<file path="config.mk">
export PLATFORM = sky130hd
export DESIGN_NAME = uart_rx_fifo
export DESIGN_NICKNAME = d
export VERILOG_FILES = /design/src/rtl/uart_rx_fifo.sv
export SDC_FILE = /design/constraint.sdc
export NUM_CORES = 1
export LEC_CHECK = 0
export BUFFER_PORTS_ARGS = -buffer_cell sky130_fd_sc_hd__buf_2
export CAP_MARGIN = 10
export CELL_PAD_IN_SITES_DETAIL_PLACEMENT = 2
export CELL_PAD_IN_SITES_GLOBAL_PLACEMENT = 2
export CORE_MARGIN = 1
export CORE_UTILIZATION = 40
export DETAILED_ROUTE_END_ITERATION = 8
export PLACE_DENSITY = 0.8
export SETUP_SLACK_MARGIN = 0.5
export SYNTH_ARGS = -nofsm -noshare
export SYNTH_HDL_FRONTEND = slang
export SYNTH_SLANG_ARGS = --single-unit
</file>
<file path="constraint.sdc">
create_clock -name clk -period 5.5 [get_ports clk]
set_input_delay 0.275 -clock clk [delete_from_list [all_inputs] [get_ports clk]]
set_output_delay 0.275 -clock clk [all_outputs]
set_load 0.05 [all_outputs]
</file>
<file path="src/rtl/uart_rx_fifo.sv">
// Receive-side byte FIFO behind a UART receiver: circular buffer with registered reads,
// occupancy flags and sticky overflow/framing-error flags. Optional macro UART_RX_DROP_BAD_FRAME_EN.
module uart_rx_fifo #(
  parameter int DATA_W = 8,
  parameter int DEPTH  = 16,
  parameter int ADDR_W = 4
) (
  input  logic              clk,
  input  logic              rst,
  input  logic [DATA_W-1:0] rx_data,
  input  logic              rx_valid,
  input  logic              rx_stop_err,
  input  logic              rd_en,
  output logic [DATA_W-1:0] rd_data,
  output logic              rd_valid,
  output logic              empty,
  output logic              full,
  output logic [ADDR_W:0]   count,
  output logic              overflow,
  output logic              frame_err,
  input  logic              err_clr
);

  logic [DATA_W-1:0] mem [DEPTH];

  logic [ADDR_W-1:0] wr_ptr_q, wr_ptr_d;
  logic [ADDR_W-1:0] rd_ptr_q, rd_ptr_d;
  logic [ADDR_W:0]   count_q, count_d;
  logic              empty_q, empty_d;
  logic              full_q, full_d;
  logic [DATA_W-1:0] rd_data_q, rd_data_d;
  logic              rd_valid_q, rd_valid_d;
  logic              overflow_q, overflow_d;
  logic              frame_err_q, frame_err_d;

  logic accept;
  logic do_push;
  logic do_pop;
  logic drop;
  logic bad_frame;

  assign bad_frame = rx_valid & rx_stop_err;

`ifdef UART_RX_DROP_BAD_FRAME_EN
  assign accept = rx_valid & ~rx_stop_err;
`else
  assign accept = rx_valid;
`endif

  // A full FIFO still accepts a byte when a read frees a slot in the same cycle.
  assign do_pop  = rd_en & ~empty_q;
  assign do_push = accept & (~full_q | rd_en);
  assign drop    = accept & full_q & ~rd_en;

  always_comb begin
    wr_ptr_d    = wr_ptr_q;
    rd_ptr_d    = rd_ptr_q;
    count_d     = count_q;
    rd_data_d   = rd_data_q;
    rd_valid_d  = 1'b0;
    overflow_d  = overflow_q;
    frame_err_d = frame_err_q;

    if (do_push) wr_ptr_d = wr_ptr_q + 1'b1;
    if (do_pop) begin
      rd_ptr_d   = rd_ptr_q + 1'b1;
      rd_data_d  = mem[rd_ptr_q];
      rd_valid_d = 1'b1;
    end

    case ({do_push, do_pop})
      2'b10:   count_d = count_q + 1'b1;
      2'b01:   count_d = count_q - 1'b1;
      default: count_d = count_q;
    endcase

    // Clear first so a same-cycle set event takes priority.
    if (err_clr) begin
      overflow_d  = 1'b0;
      frame_err_d = 1'b0;
    end
    if (drop)      overflow_d  = 1'b1;
    if (bad_frame) frame_err_d = 1'b1;

    empty_d = (count_d == '0);
    full_d  = (count_d == (ADDR_W+1)'(DEPTH));
  end

  // NOTE: state flops use non-blocking assignments so every flop samples pre-edge values.
  always_ff @(posedge clk or negedge rst) begin
    if (!rst) begin
      wr_ptr_q    <= '0;
      rd_ptr_q    <= '0;
      count_q     <= '0;
      empty_q     <= 1'b1;
      full_q      <= 1'b0;
      rd_data_q   <= '0;
      rd_valid_q  <= 1'b0;
      overflow_q  <= 1'b0;
      frame_err_q <= 1'b0;
    end else begin
      wr_ptr_q    <= wr_ptr_d;
      rd_ptr_q    <= rd_ptr_d;
      count_q     <= count_d;
      empty_q     <= empty_d;
      full_q      <= full_d;
      rd_data_q   <= rd_data_d;
      rd_valid_q  <= rd_valid_d;
      overflow_q  <= overflow_d;
      frame_err_q <= frame_err_d;
    end
  end

  // NOTE: storage is left unreset; pointers and count alone define which entries are valid.
  always_ff @(posedge clk) begin
    if (do_push) mem[wr_ptr_q] <= rx_data;
  end

  assign rd_data   = rd_data_q;
  assign rd_valid  = rd_valid_q;
  assign empty     = empty_q;
  assign full      = full_q;
  assign count     = count_q;
  assign overflow  = overflow_q;
  assign frame_err = frame_err_q;

endmodule

</file>
# Word level (Yosys, flattened, before mapping)

Memory sizes are Yosys's and may differ from the RTL's. A register that Yosys moved wholly into a read port is not among the register bits.
Cells that the tools add are included.

Bits of input ports: 14
Output and inout bits: 18
Memories kept: 1
Register bits: 18
Logic and storage cells: 36
RAM bits: 128

Memory list:

| memory | depth | width | read ports | clocked after Yosys merged registers in | write ports | line | RTL |
|---|---|---|---|---|---|---|---|
| mem    | 16    | 8     | 1          | 1                                       | 1           | 24   | `logic [DATA_W-1:0] mem [DEPTH];` |

Mux-type cells: 7
Bitwise gates (word level): 9
Reduce and logical (&&, ||, !) cells: 4
Equal/unequal tests: 3
Add/sub/neg operators: 4

Operator list:

| operator                                                            | count |
|---|---|
| 5-bit case mux with 2 select lines                                  | 1 |
| 4-bit by 1-bit adder with 4-bit output (second input constant)      | 2 |
| 1-bit two-way mux                                                   | 6 |
| 5-bit by 1-bit adder with 5-bit output (second input constant)      | 1 |
| 1-bit AND                                                           | 5 |
| 5-bit == test (second input constant)                               | 1 |
| 5-bit zero test                                                     | 1 |
| 5-bit by 1-bit subtractor with 5-bit output (second input constant) | 1 |
| 2-bit nonzero test                                                  | 2 |
| 1-bit NOT                                                           | 3 |
| 2-bit by 1-bit == test with 1-bit output (second input constant)    | 1 |
| 2-bit == test (second input constant)                               | 1 |
| 1-bit zero test                                                     | 1 |
| 1-bit bitwise OR                                                    | 1 |

# Logic depth before layout (Yosys ltp)

Gate-level depths: netlist of the first run.

Word-level depth: 6
Gate-level depth with buffers: 10
Gate-level depth less buffers: 9

# Worst setup path after synthesis of the first run

No wires, ideal clock.

Path kind: flip-flop to flip-flop
Start point: reg full_q (netlist: full)
End point: reg full_q (netlist: full)
Stages on the path, launching flop included: 11
Setup time: 0.088 ns
Path buffers: 1
Data arrival time: 2.329 ns
Data required time: 5.412 ns
Slack: 3.083 ns
Clock period less this slack: 2.417 ns
Path through: dfrtp_1 -> nand2b_1 -> and2_1 -> clkbuf_1 -> inv_1 -> ha_1 -> a31oi_1 -> nor2_1 -> o311ai_0 -> xnor2_1 -> nor3b_1

Longest elaborated chain between the ends: 6
Elaborated cells between the ends (all ways): 7
Those cells by class: 3 x eq/ne; 1 x mux; 3 x bitwise

Ends and longest elaborated chain:

| what                                                                             | line | RTL |
|---|---|---|
| start, declared                                                                  | 30   | `logic full_q, full_d;` |
| start signal, assigned                                                           | 106  | `full_q <= full_d;` |
| 1-bit NOT *                                                                      | 52   | `assign do_push = accept & (~full_q \| rd_en);` |
| 1-bit bitwise OR *                                                               | 52   |  |
| 1-bit AND *                                                                      | 52   |  |
| 2-bit by 1-bit == test with 1-bit output / 2-bit == test (equally long branches) | 71   | `case ({do_push, do_pop})` |
| 5-bit case mux with 2 select lines *                                             | 71   |  |
| named net count_d[4]                                                             | 28   | `logic [ADDR_W:0] count_q, count_d;` |
| 5-bit == test *                                                                  | 86   | `full_d = (count_d == (ADDR_W+1)'(DEPTH));` |
| named net full_d                                                                 | 30   |  |

Mark *: on every way through the listed nets, which the timed path passes. The rest lies on a longest branch.
A chain may end at the register's enable or synchronous reset.

# Worst setup path in the final report of the first run

Start point: reg empty_q (netlist: empty)
End point: reg full_q (netlist: full)

Longest elaborated chain between the ends: 5
Elaborated cells between the ends (all ways): 6
Those cells by class: 3 x eq/ne; 1 x mux; 2 x bitwise

Ends and longest elaborated chain:

| what                                                                             | line | RTL |
|---|---|---|
| start, declared                                                                  | 29   | `logic empty_q, empty_d;` |
| start signal, assigned                                                           | 105  | `empty_q <= empty_d;` |
| 1-bit NOT *                                                                      | 51   | `assign do_pop = rd_en & ~empty_q;` |
| 1-bit AND *                                                                      | 51   |  |
| 2-bit by 1-bit == test with 1-bit output / 2-bit == test (equally long branches) | 71   |  |
| 5-bit case mux with 2 select lines *                                             | 71   |  |
| named net count_d[4]                                                             | 28   |  |
| 5-bit == test *                                                                  | 86   |  |
| named net full_d                                                                 | 30   |  |

Marks and branches as above.

==> run metrics, run 1 <==
power density cells=580 nW/µm²; Final setup viols=0; worst slew pin tran=1.03 ns; status=finished, final reports clean; Relative slew margins=a little under a third; die area=~16000 µm²; CP top delay family=simple AND/OR/NAND/NOR gates; Bufs and invs on worst path=1; Post-Route WL=~15 mm; FILL cells=between 1k and 1.5k; commonest non-fill, non-tap cell in the layout=edfxtp_1; Post-synth EDFFs=approximately 130; # diodes=0; Tcrit/Tclk final=between 50% and 60%; Port Buf Inserts=31; initial antenna violation count=0; Hold Path Depth=2; cell count after synthesis=around 330; pin count of the biggest net entering global routing=36; maximum buffer depth of the clock tree=2; via count=~3.2k; Total Power=about 4.2 mW; Final Core Density=47.7%; Syn Std Cell Area=about 6200 µm²; synth warn=0; post-route ant nets=0; Leak Pwr=roughly 2.5 nW; Setup Crit Path Kind=reg2reg; Avg Vias per Cell=5.58; Yosys cell types=37; 1st-iter DRT viols=between 200 and 250; TritonCTS Buffers=17; register area=between 4000 and 5000 µm²; TritonRoute pass-1 iters=4; first-pass GRT wire length=23.0 mm; crit path time final=3.13 ns; placer congestion estimate=roughly 0.7; core area=between 15000 and 20000 µm²; Worst setup EP type=flop; io pins=32; nets=slightly below 400; total grt overflow=0; Die Width=between 100 and 150 µm; FFs w/ async S/R, synth=16.9%; total track usage=approximately a fifth; most frequent cells in the layout=edfxtp_1, buf_2, mux4_2, dfrtp_1, clkbuf_16; Root Driver=clkbuf_16; #FFs+latches synth=154; r2r setup slk=2.37 ns; CP max stage cell=nand2b_1; Worst-Skew Late Latency=approximately 0.43 ns; Hold Path Origin=err_clr; DP Area=about 6500 µm²; Die Span Y=about 130 µm; Mapped Avg Cell Area=approximately 19 µm²; Synth Flop Type=edfxtp_1; drt wl/cell=26.2 µm; CTS tree=done; area growth from synthesis to layout=16.5%; Slew Limit Fails=0; Critical R2R Launch=empty; Worst setup SP type=flop; Setup Skew=0.0113 ns; critical path arrival=around 3.5 ns; Worst Path Required=5.84 ns; CP peak stage delay=0.70 ns; Layout Cell Area excl Fill=between 7000 and 8000 µm²; layout cells sized above 1=27.6%; Reg2Reg Depth=8; worst hold path type=in2reg; Std-Cell Rows=45; syn_nets=347; post-route DRC violation count=0; max-cap violations=0; # resized after CTS=0; RSZ-0062 raised after global routing=no; Hold Fails Final Rpt=0; Initial Utilization=roughly 41%; post-synthesis sequential area ratio=around 72%; WHS Endpoint=overflow; critical path, cell by cell=nand2b_1, inv_1, ha_1, a31oi_1, nor2_1, o311ai_0, xnor2_1, nor3b_1; Fmax=approximately 320 MHz; htree depth=4; Reg-to-Reg End=full; area of the multi-input gates=around 1600 µm²; Setup TNS=0 ns; Worst VDD drop=roughly 0.00025 V; Clk pin slew, worst setup/hold paths=about 0.060 ns; vias in the first global route=3584; Crit Path Max Fanout=20; detailed placer's ending HPWL=approximately 9.3 mm; CTS Sinks=between 150 and 200
==> worst max path at each step <==
stage,startpoint,end,slack [ns],cells past startpoint
after global routing,empty,full,2.07,8
after CTS,empty,full,2.34,8
after global placement,empty,full,2.72,8
final,empty,full,2.37,8
after floorplan,full,full,3.08,10
after detailed placement,empty,full,2.38,8
==> where the power goes <==
part / switching, mW / internal, mW
clock network: 0.463 / 0.888
registers: 0.231 / 1.45
logic: 0.667 / 0.485
==> area by class of cell <==
class,instances,area share [%]
inverter,10,0.519
sequential,154,62.3
clock buffer,21,6.51
multi-input combinational,144,21.7
clock inverter,11,2.96
timing repair buffer,37,2.81
tap,188,3.26
==> kinds of logic after synthesis <==
family	Yosys count	share of synthesized area, %
XOR/XNOR	12	1.69
adder cells (fa/ha/maj)	7	1.41
AO/OA/AOI/OAI	20	2.46
multiplexers	50	15.2
flip-flops	154	72.5
AND/OR/NAND/NOR	55	4.52
buffers and inverters	28	2.24
==> sequential cells by signal, summed over array words and instances, names as in the netlist <==
| register | flops |
|---|---|
| mem | 128 |
| rd_data | 8 |
| rd_ptr_q | 4 |
| rd_valid | 1 |
| frame_err | 1 |
| empty | 1 |
| count | 5 |
| wr_ptr_q | 4 |
| full | 1 |
| overflow | 1 |
==> metrics by stage <==
step	setup slack (ns)	std cells	hold WS (ns)
floorplan	3.08	326	-0.0206
global placement	2.72	532	0.312
detailed placement	2.38	532	0.331
CTS	2.34	565	0.0580
global route	2.07	565	0.0712
finish	2.37	565	0.0713
==> worst reg2reg max path: cells and delay by family, from the launching register on <==
family	cells	cell delay [ns]
compound gates	2	0.69
buf+inv	1	0.26
flops	1	0.54
xor+xnor	1	0.22
simple gates	3	0.99
fa+ha+maj	1	0.33
==> cell usage after synthesis (4+ instances only) <==
master    instances  area share, %
edfxtp_1        128             62
dfrtp_1          25             10
mux4_2           24            8.7
nor2_1           14           0.85
nor3_1           14            1.1
nand2_1          11           0.67
inv_1            10           0.61
clkbuf_1          9           0.54
mux2_2            9            1.6
mux2i_1           9            1.5
a221o_1           8            1.3
mux4_1            8            3.4
xnor2_1           8            1.1
ha_1              7            1.4
buf_1             4           0.24
nand2b_1          4           0.40
o21ai_0           4           0.32
xor2_1            4           0.56
==> repair_timing <==
item,4_1_cts,5_1_grt
hold buffers,1,0
endpoints found under the setup margin,0,0
setup buffers,0,0
endpoints found under the hold margin,25,0
==> layer usage <==
layer / track usage [%] / up-vias / wire length (µm) / part of all wire, %
met5: 0 / - / 0 / 0
met1: 24.6 / 1667 / 6080 / 41
li1: - / 1385 / - / -
met2: 35.3 / 74 / 7900 / 53
met3: 5.19 / 24 / 458 / 3.1
met4: 8.93 / 0 / 368 / 2.5
No activity file was read; power rests on OpenSTA's default activity.
==> inputs of run 2 (changes only) <==
Settings changed: PLACE_DENSITY 0.8 to 0.83.
Clock period 5.5 ns to 2.75 ns, I/O delays scaled along.
==> run 2 against run 1 <==
Against the previous run:
- clock power rose by 84%
- sequential power increased by 90%
- first-iteration DRC count is 28% lower
- power is 99% higher
- sequential share of layout area shrank 1.6 points
- utilization increased by 1.3 points
- worst hold slack improved by 0.020 ns
- cell area up 2.7%
- clock skew is 0.00063 ns lower
- global-route usage is 0.68 points higher
- combinational power up 130%
- die area unchanged
- largest power group unchanged
==> run metrics, run 2 (same netlist as run 1, synthesis figures left out) <==
Slew Limit Fails=0 (unchanged); Relative slew margins=53.8% (+23 points); Avg Vias per Cell=5.54 (-0.68%); max-cap violations=0 (unchanged); htree depth=4 (unchanged); critical path, cell by cell=nand2b_1, inv_1, ha_4, a21oi_1, or3b_2, a21oi_1, xor2_1, buf_4; Final setup viols=0 (unchanged); vias in the first global route=3726 (+4.0%); TritonRoute pass-1 iters=4 (unchanged); Hold Path Depth=1 (-1); crit path time final=2.26 ns (-0.868 ns); nets=410 (+6.5%); io pins=32 (unchanged); most frequent cells in the layout=edfxtp_1, buf_2, buf_4, mux4_2, dfrtp_1; area growth from synthesis to layout=19.6%; Leak Pwr=2.64 nW (+4.0%); worst slew pin tran=0.694 ns (-0.337 ns); CP max stage cell=or3b_2; sw frac=33.8% (+1.3 points); Worst Path Required=3.12 ns (-2.72 ns); most frequent CP cell=a21oi_1; Std-Cell Rows=45 (unchanged); dpl ws=0.417 ns (-1.96 ns); Reg power frac=38.4% (-1.8 points); Crit. path cell count=8 (unchanged); Tcrit/Tclk final=82.1% (+25 points); max reg flops=128 (unchanged); Crit Path Max Fanout=7 (-65%); initial antenna violation count=0 (unchanged); CTS tree=done; # diodes=0 (unchanged); core area=15100 µm² (unchanged); Biggest register=mem; Bufs and invs on worst path=2 (+1); via count=3267 (+3.7%); Worst setup SP type=flop; Die Width=127 µm (unchanged); setup ws final=0.491 ns (-1.88 ns); commonest non-fill, non-tap cell in the layout=edfxtp_1; Initial Utilization=41.0% (unchanged); Setup TNS=0 ns (unchanged); post-route ant nets=0 (unchanged); Hold Fails Final Rpt=0 (unchanged); first-pass GRT wire length=23.6 mm (+2.7%); critical path arrival=2.63 ns (-0.83 ns); total grt overflow=0 (unchanged); Setup Crit Path Kind=reg2reg; Setup Skew=0.0107 ns (-0.000627 ns); Gate power share=31.7% (+4.2 points); Worst setup EP type=flop; CP peak stage delay=0.46 ns (-0.24 ns); die area=16000 µm² (unchanged); Post-Route WL=15.7 mm (+5.7%); detailed placer's ending HPWL=9.77 mm (+5.1%); TritonCTS Buffers=17 (unchanged); RSZ-0062 raised after global routing=no; Reg2Reg Depth=8 (unchanged); clock power share=29.9% (-2.3 points); worst hold path type=in2reg; pin count of the biggest net entering global routing=36 (unchanged); post-route DRC violation count=0 (unchanged); maximum buffer depth of the clock tree=2 (unchanged); 1st-iter DRT viols=148 (-28%); Port Buf Inserts=31 (unchanged); power density cells=1120 nW/µm² (+94%); CTS Sinks=154 (unchanged); internal power=5.52 mW (+95%); total track usage=21.2% (+0.68 points); CP top delay family=simple AND/OR/NAND/NOR gates; placer congestion estimate=0.769 (+10%); Clk pin slew, worst setup/hold paths=0.06 ns (about the same); Root Driver=clkbuf_16; sw power=2.82 mW (+110%); Die Span Y=127 µm (unchanged); Layout Cells excl Fill=590 (+4.4%); drt wl/cell=26.5 µm (+1.2%); Fmax=443 MHz (+38%); status=finished, final reports clean; Worst VDD drop=0.000522 V (+110%); Worst-Skew Late Latency=0.43 ns (about the same); cell total after placement=549 (+3.2%); layout cells sized above 1=32.6% (+5.0 points)
[run 2: cell count changes in the layout (fill, tap and decap cells not counted), sizes merged]
cell         change
clkinvlp         +2
buf             +21
clkbuf           -2
dlygate4sd3      +4
inv              +1
bufinv           -2
clkinv           +1
[run 2: repair_timing]
item,4_1_cts,5_1_grt
endpoints found under the hold margin,27,0
pin swaps,3,3
setup endpoints to repair,2,6
hold buffers,5,0
setup buffers,2,2
gates resized for setup,3,9
[run 2: final cells by class]
type                            count  area, µm²
Multi-Input combinational cell    144       1620
Clock inverter                     13        194
Inverter                           10       37.5
Fill cell                        1332       7720
Timing Repair Buffer               62        404
Clock buffer                       19        433
Tap cell                          188        235
Sequential cell                   154       4500
[run 2: path summary, 6_finish.rpt]
| check | start | to | slack [ns] |
|---|---|---|---|
| min in group asynchronous | rst | rd_ptr_q[0] | 0.30 |
| min | rx_data[4] | mem[0][4] | 0.09 |
| max reg2reg | empty | count[3] | 0.49 |
| max | empty | count[3] | 0.49 |
| max in group asynchronous | rst | full | 1.96 |
| min reg2reg | rd_data[3] | rd_data[3] | 0.53 |
[run 2: worst register-to-register path: stages, from the launching register on]
cell,delay (ns)
dfstp_2,0.38
nand2b_1,0.18
inv_1,0.21
ha_4,0.22
a21oi_1,0.06
or3b_2,0.46
a21oi_1,0.20
xor2_1,0.32
buf_4,0.17
[run 2: power groups by stage]
stage                     Combinational [mW]  Clock [mW]  Sequential (mW)
after CTS                               2.63        2.54             3.20
after floorplan                         1.57           0             3.46
after detailed placement                2.57           0             3.24
after global placement                  2.41           0             3.18
final                                   2.64        2.49             3.21
after global routing                    2.83        2.61             3.24
[run 2: routing by layer]
metal  share of wire, %  global-route usage [%]
met5                  0                       0
met4                2.2                    7.80
met3                3.3                    5.48
met2                 52                    37.1
met1                 42                    25.4
[run 2: metrics by stage]
stage	util [%]	hold slack (ns)	power, mW	area, µm²
after floorplan	-	-0.158	5.03	6200
after global placement	44.0	0.199	5.59	6660
after detailed placement	44.0	0.220	5.81	6660
after CTS	48.6	0.0801	8.37	7360
after global routing	49.0	0.0974	8.69	7420
final	49.0	0.0917	8.34	7420
==> inputs of run 3 (changes only) <==
Settings changed: ABC_AREA set to 1, CORE_UTILIZATION 40 to 38, PLACE_DENSITY 0.83 to 0.86.
Clock period 2.75 ns to 2 ns, I/O delays scaled along.
==> run 3 against run 2 <==
Against the previous run:
- critical endpoint is now full
- non-clock buffer count grew 65
- synthesized cell count grew 54%
- utilization grew 12 points
- highest routed layer unchanged
- worst hold slack lost 0.025 ns
- first-iteration DRC count grew to 3.1 times the previous value
- combinational power grew to 3.7 times the previous value
- clock-buffer cell count grew 2
- fmax grew 11%
- the run now ends with negative setup slack left
- register-to-register slack lost 0.53 ns
==> run metrics, run 3 <==
area growth from synthesis to layout=55.7%; Biggest register=mem; Worst VDD drop=0.000920 V (+76%); Synth Flop Type=edfxtp_1; sw frac=44.7% (+11 points); post-route ant nets=0 (unchanged); vias in the first global route=5492 (+47%); Setup Crit Path Kind=reg2reg; Initial Utilization=39.1% (-1.8 points); nets=647 (+58%); Final setup viols=2 (+2); worst hold path type=in2reg; most common cell in the netlist=edfxtp_1; Worst Path Required=2.38 ns (-0.74 ns); synth warn=0 (unchanged); layout cells sized above 1=54.6% (+22 points); post-route DRC violation count=0 (unchanged); Synth area leader=edfxtp_1; Critical R2R Launch=empty; die area=17000 µm² (+6.2%); htree depth=4 (unchanged); power density cells=1840 nW/µm² (+64%); # diodes=0 (unchanged); critical path arrival=2.42 ns (-0.21 ns); max-cap violations=0 (unchanged); Reg power frac=25.1% (-13 points); Root Driver=clkbuf_16; drt wl/cell=38.9 µm (+47%); Die Span Y=130 µm (+3.1%); CTS tree=done; failing checks=negative setup slack; core area=16000 µm² (+5.6%); sw power=8.04 mW (+190%); Crit Path Max Fanout=3 (-4); Mapped Avg Cell Area=12.5 µm² (-35%); clock power share=20.7% (-9.2 points); crit path time final=2.04 ns (-0.217 ns); detailed placer's ending HPWL=12.8 mm (+31%); Worst-Skew Late Latency=0.47 ns (+0.04 ns); total grt overflow=0 (unchanged); Setup TNS=-0.0537 ns (-0.0537 ns); Avg Vias per Cell=6.24 (+13%); maximum buffer depth of the clock tree=2 (unchanged); Critical Path Start=empty; cell count after synthesis=503 (+54%); max reg flops=128 (unchanged); Layout Cells excl Fill=855 (+45%); initial antenna violation count=0 (unchanged); Syn Std Cell Area=6260 µm² (+0.99%); Total Power=18.0 mW (+120%); cell total after placement=737 (+34%); pin count of the biggest net entering global routing=35 (-2.8%); Std-Cell Rows=46 (+2.2%); top cells by count, synth=edfxtp_1, nor2_1, o21ai_0; most frequent cells in the layout=edfxtp_1, nand2_1, nor2_1, nor2_4, buf_2; post-synthesis sequential area ratio=71.8% (-0.71 points); Worst setup SP type=flop; Post-synth EDFFs=128 (unchanged); Port Buf Inserts=31 (unchanged); first-pass GRT wire length=41.2 mm (+74%); Die Width=130 µm (+3.1%); TritonRoute pass-1 iters=5 (+1); Worst setup EP type=flop; Leak Pwr=3.47 nW (+31%); Fmax=490 MHz (+11%); TritonCTS Buffers=17 (unchanged); Reg2Reg Depth=13 (+5); #FFs+latches synth=154 (unchanged); Clk pin slew, worst setup/hold paths=0.08 ns (+0.02 ns); Slew Limit Fails=0 (unchanged); placer congestion estimate=0.744 (-3.2%); worst slew pin tran=0.662 ns (-0.0314 ns); RSZ-0062 raised after global routing=yes; commonest non-fill, non-tap cell in the layout=edfxtp_1; Setup crit end=full; Gate power share=54.2% (+23 points); Reg-to-Reg End=full; setup ws final=-0.0413 ns (-0.533 ns); FFs w/ async S/R, synth=16.9% (unchanged); total track usage=36.1% (+15 points); Tcrit/Tclk final=102% (+20 points); io pins=32 (unchanged); CTS Sinks=154 (unchanged); status=complete, but fails checks; syn_nets=524 (+51%); 1st-iter DRT viols=462 (+210%); r2r setup slk=-0.04 ns (-0.53 ns); Hold Fails Final Rpt=0 (unchanged); Yosys cell types=29 (-22%); Relative slew margins=55.9% (+2.1 points); top cell type's share of synthesized area=61.4% (-0.61 points); internal power=9.95 mW (+80%); via count=5332 (+63%); Setup Skew=0.0255 ns (+0.0149 ns); Post-Route WL=33.3 mm (+110%); Synth area leaders=edfxtp_1, dfrtp_1, o21ai_0, nor2_1, o221ai_1
## run 3: changes by cell type after synthesis, sizes merged, moves of 8 or more
cell,previous run,this run
nor3,14,0
inv,10,23
mux4,32,0
mux2i,9,0
a221o,8,0
mux2,9,0
o221ai,0,31
o21ai,4,70
nor2,14,87
nand3,1,26
nand2,11,62
## run 3: routing by layer
metal  global-route usage (%)  part of all wire (%)
met1                     44.3                    37
met2                     60.5                    50
met3                     7.70                   6.5
met4                     18.4                   6.8
met5                        0                     0
## run 3: cell families after synthesis
| group | synth area share (%) |
|---|---|
| simple gates | 12.2 |
| flops | 71.8 |
| compound gates | 10.4 |
| buf+inv | 3.02 |
| xor+xnor | 1.24 |
| fa+ha+maj | 1.40 |
## run 3: repair_timing
action | 4_1_cts | 5_1_grt
gates resized for setup | 199 | 125
buffers inserted | 43 | 26
endpoints found under the setup margin | 143 | 144
endpoints found under the hold margin | 27 | 0
hold buffers | 3 | 0
gates cloned | 10 | 4
pin swaps | 74 | 60
## run 3: power by group through the flow
stage / combinational (mW) / sequential (mW) / clock, mW
after global routing: 9.90 / 4.54 / 3.83
after detailed placement: 4.69 / 4.38 / 0
final: 9.75 / 4.52 / 3.72
after global placement: 4.34 / 4.32 / 0
after CTS: 7.36 / 4.40 / 3.54
after floorplan: 2.51 / 4.84 / 0
## run 3: final cells by class
| type | instances | area, µm² |
|---|---|---|
| fillers | 1381 | 6250 |
| flip-flops and latches | 154 | 4500 |
| multi-input cells | 301 | 2650 |
| repair buffers | 127 | 1570 |
| clock buffers | 21 | 470 |
| well taps | 216 | 270 |
| clock inverters | 11 | 168 |
| inverters | 24 | 113 |
| repair inverters | 1 | 6.26 |
## run 3: worst min path at each step
stage,start,end,slack [ns],cells past startpoint
2_1_floorplan,rst,count[0],-0.20,0
3_5_place_dp,rst,count[3],0.15,1
3_3_place_gp,rst,count[3],0.14,1
5_1_grt,rx_data[2],mem[13][2],0.06,1
4_1_cts,rx_valid,overflow,0.05,3
6_report,rx_data[2],mem[13][2],0.07,1
## run 3: worst max-delay path: stages, from the launching register on
cell	delay, ns
dfstp_4	0.64
inv_4	0.05
nand4_1	0.17
nand2_4	0.10
inv_4	0.07
ha_4	0.14
a21oi_4	0.05
nor2_2	0.13
nand2_1	0.09
nand2_2	0.09
nand4_1	0.15
nand2_2	0.15
inv_2	0.04
nor2_2	0.08
## run 3: metrics by stage
step | worst slack [ns] | hold slack [ns] | utilization, % | cell area, µm²
floorplan | 0.0715 | -0.196 | - | 6460
global placement | 0.0735 | 0.140 | 43.2 | 6910
detailed placement | -0.0170 | 0.152 | 43.2 | 6910
CTS | 0.0255 | 0.0502 | 55.9 | 8950
global route | -0.0916 | 0.0626 | 60.9 | 9750
finish | -0.0413 | 0.0669 | 60.9 | 9750
